`src/rtl/led_phase_scheduler.sv`:
```
// RED/IR LED time-multiplexing sequencer: loads per-channel PGA/DC settings at phase entry,
// averages ADC samples after settling and strobes one value per phase. Optional macro: DARK_PHASE_EN.
module led_phase_scheduler #(
    parameter int PHASE_LEN  = 10,
    parameter int SETTLE_CYC = 3,
    parameter int AVG_LOG2   = 2
) (
    input  logic       CLK,
    input  logic       rst_n,
    input  logic       start,
    input  logic       stop,
    input  logic [3:0] RED_PGA,
    input  logic [6:0] RED_DC,
    input  logic [3:0] IR_PGA,
    input  logic [6:0] IR_DC,
    input  logic [7:0] ADC,
    output logic       LED_RED,
    output logic       LED_IR,
    output logic [3:0] PGA_Gain,
    output logic [6:0] DC_Comp,
    output logic [7:0] RED_ADC_Value,
    output logic [7:0] IR_ADC_Value,
    output logic       sample_valid,
    output logic [1:0] sample_ch,
    output logic       busy
);

    localparam int AW = 8 + AVG_LOG2;
    localparam logic [7:0] CNT_LAST  = 8'(PHASE_LEN - 1);
    localparam logic [7:0] SMP_FIRST = 8'(SETTLE_CYC);
    localparam logic [7:0] SMP_LAST  = 8'(SETTLE_CYC + (1 << AVG_LOG2) - 1);

`ifdef DARK_PHASE_EN
    typedef enum logic [1:0] {S_IDLE = 2'd0, S_RED = 2'd1, S_IR = 2'd2, S_DARK = 2'd3} state_t;
    localparam state_t S_FIRST = S_DARK;
`else
    typedef enum logic [1:0] {S_IDLE = 2'd0, S_RED = 2'd1, S_IR = 2'd2} state_t;
    localparam state_t S_FIRST = S_RED;
`endif

    state_t          state_q, state_d, tgt_s;
    logic [7:0]      cnt_q, cnt_d;
    logic [AW-1:0]   acc_q, acc_d, sum_s;
    logic [7:0]      avg_s, corr_s;
    logic            start_q, start_d, stop_pend_q, stop_pend_d, enter_s;
    logic            led_red_q, led_red_d, led_ir_q, led_ir_d;
    logic [3:0]      pga_q, pga_d;
    logic [6:0]      dc_q, dc_d;
    logic [7:0]      red_q, red_d, ir_q, ir_d;
    logic            valid_q, valid_d, busy_q, busy_d;
    logic [1:0]      ch_q, ch_d;
`ifdef DARK_PHASE_EN
    logic [7:0]      dark_q, dark_d;
`endif

    function automatic state_t next_phase(input state_t s);
        state_t n;
        case (s)
            S_RED:   n = S_IR;
`ifdef DARK_PHASE_EN
            S_IR:    n = S_DARK;
            S_DARK:  n = S_RED;
`else
            S_IR:    n = S_RED;
`endif
            default: n = S_IDLE;
        endcase
        return n;
    endfunction

    // Next-state, accumulation and output-register logic.
    always_comb begin
        state_d     = state_q;
        cnt_d       = cnt_q;
        acc_d       = acc_q;
        start_d     = 1'b0;
        stop_pend_d = stop_pend_q;
        led_red_d   = led_red_q;
        led_ir_d    = led_ir_q;
        pga_d       = pga_q;
        dc_d        = dc_q;
        red_d       = red_q;
        ir_d        = ir_q;
        valid_d     = 1'b0;
        ch_d        = ch_q;
        enter_s     = 1'b0;
        tgt_s       = state_q;
        sum_s       = acc_q + AW'(ADC);
        avg_s       = sum_s[AW-1:AVG_LOG2];
`ifdef DARK_PHASE_EN
        dark_d      = dark_q;
        corr_s      = (avg_s > dark_q) ? (avg_s - dark_q) : 8'd0;
`else
        corr_s      = avg_s;
`endif

        if (state_q == S_IDLE) begin
            // start is registered once so entry lands one cycle after it is sampled
            start_d = start;
            if (start_q) begin
                enter_s = 1'b1;
                tgt_s   = S_FIRST;
            end else begin
                enter_s = 1'b0;
            end
        end else if (cnt_q == CNT_LAST) begin
            if (stop_pend_q || stop) begin
                state_d     = S_IDLE;
                cnt_d       = 8'd0;
                acc_d       = '0;
                stop_pend_d = 1'b0;
                led_red_d   = 1'b0;
                led_ir_d    = 1'b0;
                pga_d       = 4'd0;
                dc_d        = 7'd0;
            end else begin
                enter_s = 1'b1;
                tgt_s   = next_phase(state_q);
            end
        end else begin
            cnt_d = cnt_q + 8'd1;
            if (stop) begin
                stop_pend_d = 1'b1;
            end else begin
                stop_pend_d = stop_pend_q;
            end
            if (cnt_q >= SMP_FIRST && cnt_q <= SMP_LAST) begin
                acc_d = sum_s;
            end else begin
                acc_d = acc_q;
            end
            if (cnt_q == SMP_LAST) begin
                valid_d = 1'b1;
                case (state_q)
                    S_RED:  begin red_d = corr_s; ch_d = 2'd0; end
                    S_IR:   begin ir_d  = corr_s; ch_d = 2'd1; end
`ifdef DARK_PHASE_EN
                    S_DARK: begin dark_d = avg_s; ch_d = 2'd2; end
`endif
                    default: valid_d = 1'b0;
                endcase
            end else begin
                valid_d = 1'b0;
            end
        end

        if (enter_s) begin
            state_d = tgt_s;
            cnt_d   = 8'd0;
            acc_d   = '0;
            case (tgt_s)
                S_RED:   begin led_red_d = 1'b1; led_ir_d = 1'b0; pga_d = RED_PGA; dc_d = RED_DC; end
                S_IR:    begin led_red_d = 1'b0; led_ir_d = 1'b1; pga_d = IR_PGA;  dc_d = IR_DC;  end
`ifdef DARK_PHASE_EN
                S_DARK:  begin led_red_d = 1'b0; led_ir_d = 1'b0; pga_d = RED_PGA; dc_d = RED_DC; end
`endif
                default: begin led_red_d = 1'b0; led_ir_d = 1'b0; pga_d = 4'd0;    dc_d = 7'd0;   end
            endcase
        end else begin
            state_d = state_d;
        end

        busy_d = (state_d != S_IDLE);
    end

    // State and output registers with asynchronous reset.
    always_ff @(posedge CLK or negedge rst_n) begin
        if (!rst_n) begin
            state_q     <= S_IDLE;
            cnt_q       <= 8'd0;
            acc_q       <= '0;
            start_q     <= 1'b0;
            stop_pend_q <= 1'b0;
            led_red_q   <= 1'b0;
            led_ir_q    <= 1'b0;
            pga_q       <= 4'd0;
            dc_q        <= 7'd0;
            red_q       <= 8'd0;
            ir_q        <= 8'd0;
            valid_q     <= 1'b0;
            ch_q        <= 2'd0;
            busy_q      <= 1'b0;
`ifdef DARK_PHASE_EN
            dark_q      <= 8'd0;
`endif
        end else begin
            state_q     <= state_d;
            cnt_q       <= cnt_d;
            acc_q       <= acc_d;
            start_q     <= start_d;
            stop_pend_q <= stop_pend_d;
            led_red_q   <= led_red_d;
            led_ir_q    <= led_ir_d;
            pga_q       <= pga_d;
            dc_q        <= dc_d;
            red_q       <= red_d;
            ir_q        <= ir_d;
            valid_q     <= valid_d;
            ch_q        <= ch_d;
            busy_q      <= busy_d;
`ifdef DARK_PHASE_EN
            dark_q      <= dark_d;
`endif
        end
    end

    assign LED_RED       = led_red_q;
    assign LED_IR        = led_ir_q;
    assign PGA_Gain      = pga_q;
    assign DC_Comp       = dc_q;
    assign RED_ADC_Value = red_q;
    assign IR_ADC_Value  = ir_q;
    assign sample_valid  = valid_q;
    assign sample_ch     = ch_q;
    assign busy          = busy_q;

endmodule
```
`config.mk`:
```
export PLATFORM = sky130hd
export DESIGN_NAME = led_phase_scheduler
export DESIGN_NICKNAME = d
export VERILOG_FILES = /design/src/rtl/led_phase_scheduler.sv
export SDC_FILE = /design/constraint.sdc
export NUM_CORES = 1
export LEC_CHECK = 0
export ABC_AREA = 0
export CORE_ASPECT_RATIO = 1.75
export CORE_MARGIN = 3
export CORE_UTILIZATION = 45
export DETAILED_ROUTE_END_ITERATION = 16
export PLACE_DENSITY = 0.86
export SLEW_MARGIN = 30
export SYNTH_ARGS = -nofsm -noshare
export SYNTH_HDL_FRONTEND = slang
export SYNTH_SLANG_ARGS = --single-unit
```
`constraint.sdc`:
```
create_clock -name CLK -period 2.9 [get_ports CLK]
set_clock_uncertainty 0.15 [all_clocks]
set_input_delay 0.435 -clock CLK [delete_from_list [all_inputs] [get_ports CLK]]
set_output_delay 0.435 -clock CLK [all_outputs]
set_load 0.01 [all_outputs]
```
==> impl_metrics.csv <==
group,metric,value,unit
outcome,status,"complete, no violations",
critical_path,cp_num_buf_inv,2,
logic_synthesis,yosys.cell_types.count,53,
layout,antenna_cells,0,
clock_network,clk_pin_slew,0.09,ns
logic_synthesis,synth_ff_type,"dfrtp_1",
power_and_ir_drop,swShare,37.5,%
detailed_routing,met1_length,2390,µm
critical_path,r2r_start,"cnt_q[5]",
power_and_ir_drop,power_frac_seq,33.8,%
timing,finalHoldViolations,0,
critical_path,cp-startpoint,"cnt_q[5]",
floorplan,ioPinCount,67,
layout,area_growth,33.1,%
global_routing,grt_max_degree,29,
logic_synthesis,ys_warn_count,0,
timing,fmax,0.360,GHz
critical_path,crit_chain,"or4_4, o31ai_4, o21ai_1, a21oi_2, inv_1, ha_1, o21ai_0, nor3_4, buf_12, a221o_1",
layout,final_cells,408,
placement,portBuffers,65,
logic_synthesis,synth_xor_area_share,3.65,%
critical_path,critical_path.top_delay_family,"compound AO/OA/AOI/OAI gates",
detailed_routing,wl_met2,3720,µm
critical_path,timing.rr.end,"DC_Comp[1]",
clock_network,cts_tree,"yes",
critical_path,critPathSlowestCell,"or4_4",
clock_network,numCtsBuffers,5,
global_routing,grt_pass1_wl,11000,µm
layout,ff_latch_area,1350,µm²
timing,slew_headroom,43.7,%
detailed_routing,drtIter0Drc,71,
critical_path,path_max_fanout,11,
logic_synthesis,synth_edf_count,0,
power_and_ir_drop,ir_worst_vdd,0.534,mV
timing,fin_tns_setup,0,ns
logic_synthesis,syn_nets,298,
clock_network,clk_latency,0.31,ns
timing,fin_crit,2.78,ns
critical_path,cp_slowest_stage_delay,0.61,ns
power_and_ir_drop,power_frac_clock,13.1,%
clock_network,clk_path_buf_depth,2,
logic_synthesis,synthArstFlopShare,100,%
timing,slew_viol_final,0,
logic_synthesis,synth_fa_ha_area_share,7.65,%
layout,mostFrequentLayoutCells,"clkdlybuf4s50_1 (64), dfrtp_1 (54), ha_1 (15), buf_4 (15)",
worst_hold_path,hold_path_class,"input port to asynchronous set/reset pin",
logic_synthesis,avgSynthCellArea,11.7,µm²
power_and_ir_drop,switchingPower,0.00138,W
floorplan,start_util,46.6,%
critical_path,end_kind,"flip-flop",
detailed_routing,wl_met3,358,µm
logic_synthesis,synthSimpleGateAreaFrac,13.8,%
clock_network,htree_levels,2,
layout,drive_gt1_share,14.6,%
layout,final_util,62.0,%
detailed_routing,drc,0,
global_routing,antenna_found_initial,0,
critical_path,worstSetupPathType,"flip-flop to flip-flop",
placement,hpwlAfterDp,5010,µm
logic_synthesis,synth_top_family_by_area,"compound AO/OA/AOI/OAI gates",
power_and_ir_drop,p_int,0.00230,W
placement,gp_congestion,0.839,
global_routing,grt_pass1_vias,2370,
floorplan,rows,38,
timing,fin_crit_sh,95.8,%
layout,final_common_cell,"clkdlybuf4s50_1",
logic_synthesis,syn_inst,247,
floorplan,die_x,66.5,µm
layout,fill_cells,498,
detailed_routing,highest_layer,"met4",
clock_network,cts.sinks,54,
critical_path,r2r_cells,10,
detailed_routing,wire_per_inst,16.1,µm
detailed_routing,dr.pass1.iters,4,
critical_path,crit_end,"DC_Comp[1]",
detailed_routing,ant_nets,0,
clock_network,root_buffer,"clkbuf_8",
logic_synthesis,synth_compound_area_share,15.8,%
global_routing,grtUsageTotal,19.2,%
logic_synthesis,synthMuxAreaShare,8.38,%
floorplan,core-area,6180,µm²
placement,dp.cells,397,
logic_synthesis,synth_area,2880,µm²
power_and_ir_drop,combPwrFrac,53.1,%
layout,nNetsFinal,378,
power_and_ir_drop,power,0.00367,W
timing,holdWs,0.332,ns
critical_path,reg2reg_slack,0.12,ns
detailed_routing,wl,6590,µm
timing,rsz0062_at_grt,"false",
run,max_cap_violations,0,
logic_synthesis,ys_seq_area_share,46.9,%
logic_synthesis,synth-seq-cells,54,
timing,worstMarginPinSlew,0.844,ns
critical_path,crit_arrival,2.82,ns
power_and_ir_drop,p_leak,1.77,nW
detailed_routing,vias_per_cell,5.50,
critical_path,worst_setup_path_start_kind,"flip-flop",
floorplan,die_y,112,µm
critical_path,path_depth,10,
detailed_routing,vias,2243,
global_routing,overflow,0,
layout,multi_input_area,1440,µm²
floorplan,dieArea,7430,µm²
power_and_ir_drop,powerDensity,959,nW/µm²
critical_path,required,2.95,ns
timing,finalSetupViolations,0,
-- per-stage QoR --
step	setup WS [ns]	area [µm²]
global route	0.0107	3830
floorplan	0.132	2880
global placement	-0.0329	3670
CTS	0.0844	3820
finish	0.123	3830
detailed placement	-0.143	3670
-- power groups by stage --
stage	sequential (W)	combinational [W]	clock [W]
finish	0.00124	0.00195	0.000480
detailed placement	0.00125	0.00192	0
floorplan	0.00131	0.00109	0
CTS	0.00124	0.00196	0.000492
global placement	0.00125	0.00186	0
global route	0.00129	0.00213	0.000519
-- sequential cells by signal, summed over array words and instances (netlist names) --
register,flops
DC_Comp,7
IR_ADC_Value,8
LED_IR,1
LED_RED,1
PGA_Gain,4
RED_ADC_Value,8
acc_q,10
busy,1
cnt_q,8
sample_ch,1
sample_valid,1
start_q,1
state_q,2
stop_pend_q,1
-- layout make-up --
| cell class | instances | area share (%) |
|---|---|---|
| multi-input combinational | 173 | 37.6 |
| sequential | 54 | 35.3 |
| timing repair buffer | 82 | 20.6 |
| clock buffer | 8 | 2.87 |
| tap | 80 | 2.61 |
| inverter | 11 | 1.08 |
-- synth_stat cells, drive strengths merged, types with 4 or more instances --
master   n  area [µm²]
nand2   11        56.3
dfrtp   54        1350
ha      16         200
inv     11        41.3
nor3     5        41.3
xnor2    8        70.1
xor2     4        35.0
and3    11        68.8
nand2b   4        25.0
a21oi   12        60.1
nor2    11        51.3
a22o     7        61.3
buf      6        52.6
mux2    17         221
and2     5        31.3
o21ai   14        70.1
a221o   12         120
-- what timing repair did --
item | CTS | global route
hold buffers | 1 | 0
gates resized for setup | 3 | 2
endpoints found under the hold margin | 6 | 0
endpoints found under the setup margin | 11 | 11
buffers inserted | 1 | 1
pin swaps | 1 | 0
-- cells by family after synthesis --
kind of cell,count (synthesis)
other,1
adder cells (fa/ha/maj),17
multiplexers,19
XOR/XNOR,12
AO/OA/AOI/OAI,62
AND/OR/NAND/NOR,62
flip-flops,54
buffers and inverters,20
-- metal layers --
metal | up-vias | track usage [%]
met5 | - | 0
met3 | 10 | 5.15
met4 | 0 | 6.78
met2 | 74 | 35.4
li1 | 1062 | -
met1 | 1097 | 20.2
-- worst min path at each step --
stage,from,endpoint
final,rst_n,RED_ADC_Value[7]
after global routing,rst_n,IR_ADC_Value[0]
after CTS,rst_n,RED_ADC_Value[7]
after detailed placement,rst_n,IR_ADC_Value[7]
after global placement,rst_n,IR_ADC_Value[7]
after floorplan,rst_n,DC_Comp[0]
Note: power is estimated with default switching activity, not from simulation.
